===== config.mk =====
export PLATFORM = sky130hd
export DESIGN_NAME = chrono_mode_ctrl
export DESIGN_NICKNAME = d
export VERILOG_FILES = /design/src/rtl/chrono_mode_ctrl.sv
export SDC_FILE = /design/constraint.sdc
export NUM_CORES = 1
export LEC_CHECK = 0
export BUFFER_PORTS_ARGS = -buffer_cell sky130_fd_sc_hd__buf_2
export CAP_MARGIN = 20
export CORE_UTILIZATION = 55
export DETAILED_ROUTE_END_ITERATION = 8
export GPL_TIMING_DRIVEN = 0
export PLACE_DENSITY = 0.85
export REMOVE_ABC_BUFFERS = 1
export SLEW_MARGIN = 20
export SYNTH_ARGS = -nofsm -noshare
export SYNTH_HDL_FRONTEND = slang
export SYNTH_SLANG_ARGS = --single-unit
export TNS_END_PERCENT = 20

===== constraint.sdc =====
create_clock -name clk -period 3.9 [get_ports clk]
set_input_delay 0.585 -clock clk [delete_from_list [all_inputs] [get_ports clk]]
set_output_delay 0.585 -clock clk [all_outputs]
set_load 0.1 [all_outputs]

===== src/rtl/chrono_mode_ctrl.sv =====
// chrono_mode_ctrl
//   Stopwatch / countdown-timer mode controller with a circular lap buffer.
//   Sequences the display modes from two conditioned push-button pulses, owns
//   the tick counter, the timer preset and the lap memory.
//
// Parameters:
//   CNT_W      width of the tick counter, timer preset and each lap entry
//   LAP_DEPTH  number of lap slots (power of 2, >= 2)
//
// Ports:
//   clk        system clock
//   nrst       asynchronous active-low reset
//   pb0, pb1   one-cycle button pulses (pb0 wins when both arrive together)
//   tick       one-cycle timebase strobe
//   mode       current state encoding (IDLE=0 .. TM_DONE=7)
//   count_out  live stopwatch/timer value, or the preset while in TM_SET
//   lap_out    lap entry at lap_idx, 0 while no laps are recorded
//   lap_idx    read index of the displayed lap
//   lap_count  number of valid laps, 0..LAP_DEPTH
//   time_up    timer expired
//   running    high in SW_RUN and TM_RUN
//
// Build option:
//   TIMER_RELOAD_EN  when defined, the timer reloads the preset on expiry and
//                    keeps running, pulsing time_up for one cycle; TM_DONE is
//                    never entered. Undefined gives one-shot behaviour.

module chrono_mode_ctrl #(
   parameter int unsigned  CNT_W     = 16,
   parameter int unsigned  LAP_DEPTH = 4,
   localparam int unsigned LAP_AW    = $clog2(LAP_DEPTH)
) (
   input  logic              clk,
   input  logic              nrst,
   input  logic              pb0,
   input  logic              pb1,
   input  logic              tick,
   output logic [2:0]        mode,
   output logic [CNT_W-1:0]  count_out,
   output logic [CNT_W-1:0]  lap_out,
   output logic [LAP_AW-1:0] lap_idx,
   output logic [LAP_AW:0]   lap_count,
   output logic              time_up,
   output logic              running
);

   typedef enum logic [2:0] {
      StIdle    = 3'd0,
      StSwClr   = 3'd1,
      StSwRun   = 3'd2,
      StSwView  = 3'd3,
      StLapView = 3'd4,
      StTmSet   = 3'd5,
      StTmRun   = 3'd6,
      StTmDone  = 3'd7
   } state_e;

   localparam logic [CNT_W-1:0]  CntMax  = '1;
   localparam logic [CNT_W-1:0]  CntOne  = CNT_W'(1);
   localparam logic [LAP_AW-1:0] PtrOne  = LAP_AW'(1);
   localparam logic [LAP_AW:0]   LcOne   = (LAP_AW+1)'(1);
   localparam logic [LAP_AW:0]   LapFull = (LAP_AW+1)'(LAP_DEPTH);

   state_e            state;
   logic [CNT_W-1:0]  count;
   logic [CNT_W-1:0]  preset;
   logic [LAP_AW-1:0] wr_ptr;
   logic [LAP_AW-1:0] lap_step;   // how many laps back from the newest is shown
   logic [CNT_W-1:0]  lap_mem [LAP_DEPTH];
   logic              lap_wr;

   // pb1 is dropped entirely when pb0 arrives in the same cycle
   assign lap_wr = (state == StSwRun) && pb1 && !pb0;

   // Lap storage is deliberately not reset; lap_out is gated by lap_count.
   always_ff @(posedge clk) begin
      if (lap_wr) begin
         lap_mem[wr_ptr] <= count;
      end
   end

   always_ff @(posedge clk or negedge nrst) begin
      if (!nrst) begin
         state     <= StIdle;
         count     <= '0;
         preset    <= '0;
         wr_ptr    <= '0;
         lap_idx   <= '0;
         lap_step  <= '0;
         lap_count <= '0;
         time_up   <= 1'b0;
      end else begin
         unique case (state)
            StIdle: begin
               if (pb0) begin
                  state <= StSwClr;
               end else if (pb1) begin
                  state <= StTmSet;
               end
            end

            StSwClr: begin
               count     <= '0;
               lap_count <= '0;
               wr_ptr    <= '0;
               state     <= StSwRun;
            end

            StSwRun: begin
               if (tick && count != CntMax) begin
                  count <= count + CntOne;
               end
               if (pb0) begin
                  state <= StSwView;
               end else if (pb1) begin
                  // the lap value itself is captured by the lap_mem write
                  wr_ptr <= wr_ptr + PtrOne;
                  if (lap_count != LapFull) begin
                     lap_count <= lap_count + LcOne;
                  end
               end
            end

            StSwView: begin
               if (pb0) begin
                  if (lap_count != '0) begin
                     state    <= StLapView;
                     lap_idx  <= wr_ptr - PtrOne;
                     lap_step <= '0;
                  end else begin
                     state <= StIdle;
                  end
               end else if (pb1) begin
                  state <= StSwRun;
               end
            end

            StLapView: begin
               if (pb0) begin
                  state <= StIdle;
               end else if (pb1) begin
                  // past the oldest valid lap, wrap back to the newest
                  if ((LAP_AW+1)'(lap_step) + LcOne == lap_count) begin
                     lap_step <= '0;
                     lap_idx  <= wr_ptr - PtrOne;
                  end else begin
                     lap_step <= lap_step + PtrOne;
                     lap_idx  <= lap_idx - PtrOne;
                  end
               end
            end

            StTmSet: begin
               if (pb0) begin
                  if (preset != '0) begin
                     count <= preset;
                     state <= StTmRun;
                  end else begin
                     state <= StIdle;
                  end
               end else if (pb1) begin
                  preset <= preset + CntOne;
               end
            end

            StTmRun: begin
               time_up <= 1'b0;
               if (pb0) begin
                  // abort keeps the current count on display
                  state <= StIdle;
               end else if (tick) begin
                  if (count == CntOne) begin
                     time_up <= 1'b1;
`ifdef TIMER_RELOAD_EN
                     count   <= preset;
`else
                     count   <= '0;
                     state   <= StTmDone;
`endif
                  end else begin
                     count <= count - CntOne;
                  end
               end
            end

            StTmDone: begin
               if (pb0) begin
                  state   <= StIdle;
                  time_up <= 1'b0;
               end
            end
         endcase
      end
   end

   // Outputs decode straight from state registers only.
   assign mode      = state;
   assign count_out = (state == StTmSet) ? preset : count;
   assign lap_out   = (lap_count != '0) ? lap_mem[lap_idx] : '0;
   assign running   = (state == StSwRun) || (state == StTmRun);

endmodule


==> results, run 1 <==
- The starting density of the core is 57.4%.
- The final worst-path cycle share is 84.4%.
- The register clock-pin slew on the reported worst setup and hold paths is 0.10 ns.
- After floorplanning, the core was sized to cover 10,400 sq um.
- The most common cell in the synthesized netlist is sky130_fd_sc_hd__edfxtp_1.
- Entering global routing, the biggest net connects 46 pins.
- The number of antenna violations at the first check in global routing was 0.
- Of all flip-flops after synthesis, the portion carrying an async set or reset was 41.3%.
- The standard cell with the maximum stage delay on the critical path is sky130_fd_sc_hd__and2_1.
- The synthesized instance count is 528.
- The endpoint arrival time on the critical path is 2.71 ns.
- Using the TritonRoute via totals, the vias-per-cell ratio works out to 6.30.
- The total count of hold-check failures in the final report is 0.
- The hold buffer count at cts is 0.
- For this run, the top clock speed supported by timing is 0.304 GHz.
- The final standard cell utilization of the core is 61.2%.
- In this run the worst path has a maximum fanout of 20.
- The max-slew violation count came to 0.
- The number of sinks driven by the clock tree is 109.
- After detailed routing, the number of remaining DRC violations is 0.
- The count of fill cells added during filler insertion is 840.
- Once placement completed, the tool counted placed cells totaling 670.
- The buffers inserted during post-CTS setup optimization is 0.
- Of the post-synthesis cell area, the part taken by muxes is 6.72%.
- The most area-hungry cell type in the Yosys netlist is sky130_fd_sc_hd__edfxtp_1.
- The dominant combinational cell family by area after synthesis is simple AND/OR/NAND/NOR gates.
- The post-synthesis xor/xnor area fraction is 4.40%.
- The main flop type after synthesis is sky130_fd_sc_hd__edfxtp_1.
- The buffer cell driving the clock tree root is sky130_fd_sc_hd__clkbuf_8.
- The overall via count from detail_route is 4,314.
- The synthesis warning total is 0.
- After floorplanning, the core was divided into 37 placement rows.
- The final critical delay including setup and external delays is 3.29 ns.
- Synthesis inferred 109 register bits.
- At the pin with the least slew margin, the transition time is 1.13 ns.
- The floorplan step set the die width to 106 um.
- Once detail routing completed, the nets flagged for antenna violations numbered 0.
- Across all hold checks on the routed design, the worst slack comes to 0.204 ns.
- The post-detailed-routing wire length is 13.1 mm.
- The count of buffers from port buffering is 46.
- The area fraction in compound gates after synthesis is 12.5%.
- The post-route clock skew is 0.0108 ns.
- The number of antenna repair diodes is 0.
- For the worst-skew pair, the clock arrives at the later sink with an insertion delay of 0.38 ns.
- For this run, the register share of the synthesized area comes to 51.0%.
- Measured against its own limit, the worst slew margin works out to 24.3%.
- At the end of routability-driven placement, the weighted congestion stood at 0.884.
- The worst hold path belongs to the class input port to asynchronous set/reset pin.
- The non-filler instance count after layout is 685.
- The cell area after technology mapping is 5980 sq um.
- After detailed routing, the average wire length per cell comes to 19.1 um.
- The maximum buffer depth of the clock tree is 2.
- The count of buffering cells on the critical path with inverters included is 2.
- Summing the areas of all and, or, nand and nor instances in the mapped netlist gives 17.5% of the synthesized area.
- The commonest cells after synthesis are sky130_fd_sc_hd__edfxtp_1, sky130_fd_sc_hd__nand2_1, sky130_fd_sc_hd__dfrtp_1.
- Ranked by total cell area, the synthesized netlist is headed by sky130_fd_sc_hd__edfxtp_1, sky130_fd_sc_hd__dfrtp_1, sky130_fd_sc_hd__mux4_2.
- The slack of the worst reg-to-reg path is 0.64 ns.
- The adder and majority cell fraction of the synthesized area is 3.56%.
- The total clock buffers created by CTS is 9.
- In this run the count of I/O pins placed on the die edge is 47.
- The cell family with the largest share of critical-path delay is simple AND/OR/NAND/NOR gates.
- Setup repair after global routing left no endpoint under its margin.
- Compared with the post-synthesis result, the final layout area differs by 6.64%.
- The count of endpoints failing setup in the final report is 0.
- The peak per-stage delay on the critical path is 0.60 ns.
- Power comes to 5050 uW.
- By startpoint and endpoint, the worst setup path is classified as flip-flop to output port.
- The floorplan die height is 106 um.
- The average cell area after synthesis is 11.3 sq um.
- The number of different library cells in the post-synthesis netlist is 67.
- The number of levels in the clock H-tree is 3.
- The wire length of the first global-routing pass is 21.2 mm.
- The worst path required time is 3.31 ns.
- The tool flagged a number of max-cap violations equal to 0.
- For this run, the detailed router's first-pass iteration total came to 5.
- The detailed placer's ending HPWL is 8.91 mm.
- The flow ran to the end, and the final reports show no timing, DRC or antenna violations.
- TritonCTS built the clock tree.
- STA classifies the critical path startpoint as a flip-flop.
- The area enclosed by the die boundary is 11,300 sq um.
- Summed over all layers, the global routing overflow is 0.
- The share of layout cells above drive strength 1 is 17.7%.
- The signal on the critical path passes through inv_1, ha_1, and2_1, nand2_1, nand2_1, buf_2.
- For this design the ratio of total power to cell area is 793 nW/um^2.
- Among the stages of the critical path, the cell type that occurs most often is sky130_fd_sc_hd__nand2_1.
- The global-route usage over all layers is 24.6%.
- The area share of the largest cell type after synthesis is 32.2%.
- The number of global-route vias before repair came to 4,208.
- The analysis attributes to cell leakage a power of 0.00259 uW.
- The DRC violation total after the first TritonRoute iteration is 490.
- IR analysis of the VDD net gives a maximum drop of 0.471 mV.
- STA classifies the critical path endpoint as an output port.
- The number of flops mapped to enable cells by yosys is 64.
- In the final design database the tool counted 567 nets.
- After clock tree synthesis, the repair step resized 0 gates.
where the power goes:
part,internal (uW),total [uW],switching (uW)
Combinational,798,2690,1900
Sequential,1370,1660,296
Clock,301,695,394
Total,2460,5050,2590
sequential cells by signal (all words and copies together), names as in the netlist:
| register | count |
|---|---|
| wr_ptr | 2 |
| time_up | 1 |
| lap_count | 3 |
| count | 16 |
| mode | 3 |
| preset | 16 |
| lap_step | 2 |
| lap_mem | 64 |
| lap_idx | 2 |
layer usage:
metal / global-route usage, % / routed length [um] / part of all wire [%] / up-vias
met1: 32.1 / 5510 / 42 / 2106
met3: 3.99 / 872 / 6.7 / 32
li1: - / - / - / 1990
met4: 11.3 / 335 / 2.6 / 0
met5: 0 / 0 / 0 / -
met2: 40.5 / 6400 / 49 / 186
worst register-to-register path, cell delays in order, from the launching register on:
cell	delay, ns
sky130_fd_sc_hd__dfrtp_1	0.46
sky130_fd_sc_hd__inv_1	0.13
sky130_fd_sc_hd__ha_1	0.38
sky130_fd_sc_hd__nor2b_1	0.94
sky130_fd_sc_hd__and3_2	0.42
sky130_fd_sc_hd__a41o_2	0.25
sky130_fd_sc_hd__nor2_1	0.16
sky130_fd_sc_hd__a221o_1	0.40
cells in the final DEF (no fill, tap or decap), types with 4 or more instances in the layout:
cell type,netlist,final
sky130_fd_sc_hd__a21oi_1,13,13
sky130_fd_sc_hd__a22o_1,4,4
sky130_fd_sc_hd__a22oi_1,4,4
sky130_fd_sc_hd__a31oi_1,5,5
sky130_fd_sc_hd__and3_1,9,9
sky130_fd_sc_hd__buf_2,12,45
sky130_fd_sc_hd__clkbuf_8,0,9
sky130_fd_sc_hd__dfrtp_1,45,44
sky130_fd_sc_hd__edfxtp_1,64,64
sky130_fd_sc_hd__ha_1,17,17
sky130_fd_sc_hd__inv_1,14,14
sky130_fd_sc_hd__mux4_2,16,16
sky130_fd_sc_hd__nand2_1,62,62
sky130_fd_sc_hd__nand2b_1,4,4
sky130_fd_sc_hd__nand3_1,29,29
sky130_fd_sc_hd__nand4_1,15,15
sky130_fd_sc_hd__nor2_1,22,22
sky130_fd_sc_hd__nor2b_1,20,19
sky130_fd_sc_hd__nor3_1,8,7
sky130_fd_sc_hd__o211ai_1,4,4
sky130_fd_sc_hd__o21ai_0,25,25
sky130_fd_sc_hd__o2bb2ai_1,8,8
sky130_fd_sc_hd__o31ai_1,6,6
sky130_fd_sc_hd__xnor2_1,22,22
sky130_fd_sc_hd__xor2_1,8,8
layout make-up:
type	instances	area [sq um]	area share, %
Clock inverter	6	71.3	1.12
Multi-Input combinational cell	365	2670	42.0
Tap cell	136	170	2.67
Timing Repair Buffer	46	233	3.65
Clock buffer	9	124	1.94
Inverter	14	52.6	0.824
Sequential cell	109	3050	47.8
kinds of logic after synthesis:
logic type / count (synthesis)
AOI/OAI and AO/OA: 102
and+or+nand+nor: 196
adders and majority gates: 17
muxes: 20
DFF: 109
buffers and inverters: 54
xor gates and xnor gates: 30
stage by stage:
step / TNS [ns] / setup slack (ns) / cell area [sq um]
global placement: 0 / 0.545 / 6170
floorplan: -1.87 / -0.623 / 5770
finish: 0 / 0.610 / 6370
detailed placement: 0 / 0.751 / 6180
global route: 0 / 0.426 / 6370
CTS: 0 / 0.644 / 6370
final timing paths:
check | depth (start not counted) | start | to
max | 6 | mode[1] | count_out[15]
min | 1 | nrst | preset[12]
max reg2reg | 7 | mode[0] | count[7]
min reg2reg | 2 | lap_step[1] | lap_step[1]
max in group asynchronous | 1 | nrst | lap_idx[0]
min in group clk | 2 | lap_step[1] | lap_step[1]
Note: power is estimated with default switching activity, not from simulation.
==> inputs of run 2 (changes only) <==
--- a/config.mk
+++ b/config.mk
@@ -10,7 +10,7 @@
 export CORE_UTILIZATION = 55
 export DETAILED_ROUTE_END_ITERATION = 8
 export GPL_TIMING_DRIVEN = 0
-export PLACE_DENSITY = 0.85
+export PLACE_DENSITY = 0.88
 export REMOVE_ABC_BUFFERS = 1
 export SLEW_MARGIN = 20
 export SYNTH_ARGS = -nofsm -noshare
==> constraint.sdc (replaced) <==
create_clock -name clk -period 3 [get_ports clk]
set_input_delay 0.45 -clock clk [delete_from_list [all_inputs] [get_ports clk]]
set_output_delay 0.45 -clock clk [all_outputs]
set_load 0.1 [all_outputs]
==> results, run 2 (synthesis gave the netlist of run 1 again) <==
- Run status: finished clean (unchanged).
- The routed wire length on met2 is 6.48 mm (was 6.40 mm).
- The pin count of the biggest net entering global routing is 46 (unchanged).
- The signed area change from the synthesized netlist to the final layout came to 7.24% (was 6.64%).
- The floorplan core area is 10,400 sq um (unchanged).
- The global placer's final weighted congestion was 0.934 (was 0.884).
- The number of antenna violations at the first check in global routing is 0 (unchanged).
- The endpoint arrival time on the critical path came to 3.14 ns (was 2.71 ns).
- The register containing the most flip-flops in the final layout is lap_mem (unchanged).
- The number of global-route vias before repair is 4,207 (was 4,208).
- The number of maximum-capacitance constraint violations is 0 (unchanged).
- The start-to-end type of the worst setup path is flip-flop to flip-flop (was flip-flop to output port).
- The element type at the critical path start is a flip-flop (unchanged).
- The post-route clock skew is 0.0110 ns (was 0.0108 ns).
- The routed length per instance is 19.2 um (was 19.1 um).
- The detailed placer's ending HPWL is 8.92 mm (was 8.91 mm).
- The overall via count from detail_route was 4,367 (was 4,314).
- The number of nets in the finished design was 568 (was 567).
- The count of buffers from port buffering is 46 (unchanged).
- The total clock buffers created by CTS came to 9 (unchanged).
- The final critical delay including setup and external delays is 2.89 ns.
- The wire length of the first global-routing pass was 21.6 mm (was 21.2 mm).
- The post-detailed-routing wire length is 13.2 mm (was 13.1 mm).
- The topmost layer with routed signal wires is met4 (unchanged).
- The path type of the worst min-delay path is input port to asynchronous set/reset pin (unchanged).
- The starting density of the core is 57.4% (unchanged).
- The length of routed wiring on met1 is 5.49 mm (was 5.51 mm).
- The total placed instance area is 6190 sq um (was 6180 sq um).
- The total count of hold-check failures in the final report is 0 (unchanged).
- The cell area power density is 1030 nW/um^2 (was 793 nW/um^2).
- The iteration count of the initial detailed-routing pass is 5 (unchanged).
- The per-cell via count in the routed design is 6.36 (was 6.30).
- The CTS tree is yes (unchanged).
- The number of placed instances with taps included is 671 (was 670).
- The worst vdd rail ir drop is 0.629 mV (was 0.471 mV).
- The routed length on met3 is 916 um (was 872 um).
- The number of nets still failing antenna checks after routing came to 0 (unchanged).
- Of the available clock period, the critical path in the final layout requires 96.3%.
- The worst path required time is 3.26 ns (was 3.31 ns).
- The die span in x is 106 um (unchanged).
- The total global routing overflow is 0 (unchanged).
- The worst-case headroom to the max-slew limit is 42.6% (was 24.3%).
- Timing would allow up to 0.346 GHz.
- The non-filler instance count after layout is 687 (was 685).
- The maximum buffer depth of the clock tree is 2 (unchanged).
- The number of levels in the clock H-tree was 3 (unchanged).
- The count of pins on the block boundary is 47 (unchanged).
- The register clock-pin slew on the reported worst setup and hold paths came to 0.11 ns (was 0.10 ns).
- The global-route usage over all layers is 25.0% (was 24.6%).
- The max-slew violation count is 0 (unchanged).
- The post-layout instance area was 6410 sq um (was 6370 sq um).
- The floorplan die height is 106 um (unchanged).
- The count of endpoints failing setup in the final report came to 0 (unchanged).
- The share of layout cells above drive strength 1 came to 18.3% (was 17.7%).
- The number of antenna repair diodes is 0 (unchanged).
- The DRC violations left is 0 (unchanged).
- The final worst setup slack is 0.112 ns (was 0.610 ns).
- The buffer cell driving the clock tree root is sky130_fd_sc_hd__clkbuf_8 (unchanged).
- Commonest non-fill, non-tap cells in the layout: sky130_fd_sc_hd__edfxtp_1, sky130_fd_sc_hd__nand2_1, sky130_fd_sc_hd__dfrtp_1, sky130_fd_sc_hd__buf_2, sky130_fd_sc_hd__nand3_1 (was sky130_fd_sc_hd__edfxtp_1, sky130_fd_sc_hd__nand2_1, sky130_fd_sc_hd__buf_2).
- The post-place setup slack is -0.131 ns (was 0.751 ns).
- The slew of the pin with the lowest slew margin is 0.861 ns (was 1.13 ns).
- The endpoint kind of the worst setup timing path is a flip-flop (was output port).
- The reported leakage power is 0.00261 uW (was 0.00259 uW).
- The clock insertion delay at the later pin of the skew report is 0.39 ns (was 0.38 ns).
- The maximum fanout count along the critical path is 17 (was 20).
- The commonest non-fill, non-tap cell in the layout is sky130_fd_sc_hd__edfxtp_1 (unchanged).
- The area enclosed by the die boundary was 11,300 sq um (unchanged).
- Registers with the highest flip-flop counts: lap_mem x64, count x16, preset x16 (unchanged).
- The DRC violation total after the first TritonRoute iteration is 466 (was 490).
- The standard-cell row count is 37 (unchanged).
- RSZ-0062 raised after global routing: no (unchanged).
- The number of sinks driven by the clock tree was 109 (unchanged).
- The number of flip-flops under the largest register name is 64 (unchanged).
[run 2: cell types whose count changed in the layout (fill, tap and decap cells not counted)]
cell,change
sky130_fd_sc_hd__nor3_4,+1
sky130_fd_sc_hd__clkinv_4,-2
sky130_fd_sc_hd__buf_2,-1
sky130_fd_sc_hd__nor3_2,-1
sky130_fd_sc_hd__nor2b_1,-1
sky130_fd_sc_hd__clkbuf_4,+1
sky130_fd_sc_hd__buf_8,+1
sky130_fd_sc_hd__nor2b_2,+1
sky130_fd_sc_hd__and2_4,+1
sky130_fd_sc_hd__and2_1,-1
sky130_fd_sc_hd__clkinvlp_4,+1
sky130_fd_sc_hd__inv_6,+2
[run 2: layout make-up]
cell class / instances / area, sq um
Fill cell: 836 / 4010
Sequential cell: 109 / 3050
Multi-Input combinational cell: 365 / 2690
Timing Repair Buffer: 47 / 250
Tap cell: 136 / 170
Clock buffer: 9 / 124
Clock inverter: 7 / 78.8
Inverter: 14 / 52.6
[run 2: worst paths after layout]
kind                        startpoint           to  slack (ns)  cells after the start
max                            mode[0]     count[9]        0.11                      7
max reg2reg                    mode[0]     count[9]        0.11                      7
min                               nrst    preset[0]        0.06                      1
max in group asynchronous         nrst   lap_idx[0]        2.53                      1
min reg2reg                lap_step[1]  lap_step[1]        0.50                      2
min in group clk                   pb0      mode[2]        0.48                      3
[run 2: metrics by stage]
| step | total power, uW | hold WS (ns) | setup TNS (ns) | utilization, % |
|---|---|---|---|---|
| after floorplan | 4960 | 0.154 | -16.81 | - |
| after global placement | 5560 | 0.468 | -1.88 | 59.2 |
| after detailed placement | 5690 | 0.488 | -5.04 | 59.4 |
| after CTS | 6600 | 0.267 | 0 | 61.4 |
| after global routing | 6970 | 0.0918 | 0 | 61.5 |
| final | 6630 | 0.0552 | 0 | 61.5 |
[run 2: what timing repair did]
item                                    CTS  global route
pin swaps                                 0             0
resized for setup                         2             4
hold endpoints to repair                  0             0
setup buffers                             0             0
endpoints found under the setup margin   90            15
hold buffers                              0             0
[run 2: power breakdown]
part           total [uW]  internal (uW)  switching, uW
logic                3560           1060           2500
clock network         925            398            527
registers            2150           1780            373
[run 2: worst max-delay path, cell delays in order, from the launching register on]
cell                        delay [ns]
sky130_fd_sc_hd__dfrtp_1          0.44
sky130_fd_sc_hd__inv_1            0.13
sky130_fd_sc_hd__ha_1             0.36
sky130_fd_sc_hd__nor2b_2          0.67
sky130_fd_sc_hd__and3_2           0.36
sky130_fd_sc_hd__a41oi_4          0.24
sky130_fd_sc_hd__nand2b_1         0.41
sky130_fd_sc_hd__o2bb2ai_1        0.14
[run 2: metal layers]
layer  track usage (%)  vias up
met5                 0        -
met4              8.33        0
met3              4.78       24
met2              41.0      215
met1              33.6     2132
li1                  -     1996
==> inputs of run 3 (changes only) <==
--- a/config.mk
+++ b/config.mk
@@ -7,8 +7,10 @@
 export LEC_CHECK = 0
 export BUFFER_PORTS_ARGS = -buffer_cell sky130_fd_sc_hd__buf_2
 export CAP_MARGIN = 20
+export CORE_ASPECT_RATIO = 1.1
 export CORE_UTILIZATION = 55
 export DETAILED_ROUTE_END_ITERATION = 8
+export GPL_ROUTABILITY_DRIVEN = 0
 export GPL_TIMING_DRIVEN = 0
 export PLACE_DENSITY = 0.88
 export REMOVE_ABC_BUFFERS = 1
==> results, run 3 (synthesis gave the netlist of run 1 again) <==
- Registers with the highest flip-flop counts: lap_mem x64, count x16, preset x16 (unchanged).
- The DRC violations left was 0 (unchanged).
- The path type of the worst min-delay path is input port to asynchronous set/reset pin (unchanged).
- The number of nets in the finished design was 567 (was 568).
- The final worst setup slack is 0.179 ns (was 0.112 ns).
- The multi-input combinational cell area was 2690 sq um (about the same).
- The floorplan core area is 10,500 sq um (was 10,400 sq um).
- The signed area change from the synthesized netlist to the final layout is 8.60% (was 7.24%).
- Run status: finished clean (unchanged).
- The count of fill cells added during filler insertion is 798 (was 836).
- The count of buffers from port buffering is 46 (unchanged).
- The final sum of negative setup slack was 0 ns (unchanged).
- The final worst-path cycle share came to 94.0% (was 96.3%).
- The post-place setup slack is -0.126 ns (was -0.131 ns).
- The standard-cell row count was 39 (was 37).
- The total global routing overflow is 0 (unchanged).
- The detailed placer's ending HPWL came to 8.70 mm (was 8.92 mm).
- The number of maximum-capacitance constraint violations came to 0 (unchanged).
- The number of placed instances with taps included was 677 (was 671).
- The floorplan die height is 111 um (was 106 um).
- The count of endpoints failing setup in the final report is 0 (unchanged).
- The overall via count from detail_route came to 4,388 (was 4,367).
- The number of levels in the clock H-tree is 3 (unchanged).
- The worst-case reg-to-reg path depth is 7 (unchanged).
- The routed length per instance was 18.6 um (was 19.2 um).
- The endpoint kind of the worst setup timing path is an output port (was flip-flop).
- The element type at the critical path start is a flip-flop (unchanged).
- The max-slew violation count is 0 (unchanged).
- The non-filler instance count after layout is 693 (was 687).
- The maximum fanout count along the critical path is 20 (was 17).
- The number of sinks driven by the clock tree is 109 (unchanged).
- The register area came to 3050 sq um (unchanged).
- The starting density of the core is 57.0% (was 57.4%).
- The register clock-pin slew on the reported worst setup and hold paths is 0.07 ns (was 0.11 ns).
- The number of global-route vias before repair is 4,333 (was 4,207).
- The final critical delay including setup and external delays is 2.82 ns (was 2.89 ns).
- The number of flip-flops under the largest register name is 64 (unchanged).
- The buffer cell driving the clock tree root is sky130_fd_sc_hd__clkbuf_16 (was sky130_fd_sc_hd__clkbuf_8).
- The pin count of the biggest net entering global routing was 46 (unchanged).
- The commonest non-fill, non-tap cell in the layout was sky130_fd_sc_hd__edfxtp_1 (unchanged).
- The clock insertion delay at the later pin of the skew report is 0.35 ns (was 0.39 ns).
- The per-cell via count in the routed design is 6.33 (was 6.36).
- The worst path required time is 2.55 ns (was 3.26 ns).
- The endpoint arrival time on the critical path is 2.37 ns (was 3.14 ns).
- The wire length of the first global-routing pass came to 21.1 mm (was 21.6 mm).
- The total count of hold-check failures in the final report was 0 (unchanged).
- The register containing the most flip-flops in the final layout is lap_mem (unchanged).
- The count of pins on the block boundary is 47 (unchanged).
- The hold buffer count at cts was 0 (unchanged).
- The iteration count of the initial detailed-routing pass is 6 (was 5).
- The slew of the pin with the lowest slew margin is 0.851 ns (was 0.861 ns).
- The global-route usage over all layers is 24.3% (was 25.0%).
- The post-route clock skew came to 0.00562 ns (was 0.0110 ns).
- RSZ-0062 raised after global routing: no (unchanged).
- Commonest non-fill, non-tap cells in the layout: sky130_fd_sc_hd__edfxtp_1, sky130_fd_sc_hd__nand2_1, sky130_fd_sc_hd__dfrtp_1, sky130_fd_sc_hd__buf_2, sky130_fd_sc_hd__nand3_1 (unchanged).
- The number of nets still failing antenna checks after routing was 0 (unchanged).
- The CTS tree is yes (unchanged).
- The cell area power density is 1050 nW/um^2 (was 1030 nW/um^2).
- The number of antenna repair diodes was 0 (unchanged).
- The DRC violation total after the first TritonRoute iteration is 545 (was 466).
- The area enclosed by the die boundary came to 11,300 sq um (about the same).
- The die span in x was 101 um (was 106 um).
- The number of antenna violations at the first check in global routing is 0 (unchanged).
- The share of layout cells above drive strength 1 came to 18.2% (was 18.3%).
- The start-to-end type of the worst setup path is flip-flop to output port (was flip-flop to flip-flop).
- The post-detailed-routing wire length is 12.9 mm (was 13.2 mm).
- The reported leakage power was 0.00264 uW (was 0.00261 uW).
- The total clock buffers created by CTS is 9 (unchanged).
- The worst vdd rail ir drop is 0.594 mV (was 0.629 mV).
- The highest clock frequency the design can meet was 0.354 GHz (was 0.346 GHz).
- The worst-case headroom to the max-slew limit is 43.3% (was 42.6%).
- The maximum buffer depth of the clock tree is 2 (unchanged).
-- run 3: worst max-delay path, cell delays in order (launching register included) --
cell and delay, ns:
sky130_fd_sc_hd__dfrtp_1 0.43, sky130_fd_sc_hd__inv_1 0.10, sky130_fd_sc_hd__ha_1 0.36, sky130_fd_sc_hd__and2_2 0.43, sky130_fd_sc_hd__nand2_1 0.16, sky130_fd_sc_hd__nand2_1 0.10
sky130_fd_sc_hd__buf_2 0.42
-- run 3: layout make-up --
type / count / share of cell area [%]
Clock buffer: 11 / 3.74
Tap cell: 143 / 2.76
Sequential cell: 109 / 47.0
Multi-Input combinational cell: 365 / 41.4
Inverter: 14 / 0.810
Timing Repair Buffer: 46 / 3.62
Clock inverter: 5 / 0.675
-- run 3: stage by stage --
stage	area [sq um]	hold slack [ns]	util (%)	total power, uW
final	6490	0.104	61.9	6840
after global routing	6490	0.156	61.9	7160
after CTS	6470	0.310	61.7	6800
after detailed placement	6180	0.482	59.0	5650
after global placement	6180	0.467	58.9	5550
after floorplan	5770	0.154	-	4960
-- run 3: routing by layer --
| layer | share of wire [%] | routed length (um) | track usage (%) | up-vias |
|---|---|---|---|---|
| li1 | - | - | - | 1994 |
| met1 | 41 | 5250 | 30.6 | 2098 |
| met2 | 49 | 6360 | 39.5 | 236 |
| met3 | 5.9 | 763 | 4.33 | 60 |
| met4 | 4.2 | 542 | 13.9 | 0 |
| met5 | 0 | 0 | 0 | - |
-- run 3: power breakdown --
group | total [uW] | switching, uW | internal (uW) | leakage (uW)
clock | 1140 | 545 | 597 | 0.000134
sequential | 2160 | 385 | 1780 | 0.00124
combinational | 3540 | 2490 | 1050 | 0.00126
total | 6840 | 3420 | 3430 | 0.00264
-- run 3: worst paths after layout --
path	startpoint	to	slack [ns]
max in group asynchronous	nrst	lap_idx[0]	2.48
max	mode[1]	count_out[7]	0.18
min reg2reg	preset[15]	preset[15]	0.50
max reg2reg	mode[0]	mode[1]	0.24
min in group clk	preset[15]	preset[15]	0.50
min	nrst	mode[0]	0.10
-- run 3: timing repair --
item                       4_1_cts  5_1_grt
gates resized for setup          2        3
setup endpoints to repair       85        3
buffers inserted                 0        0
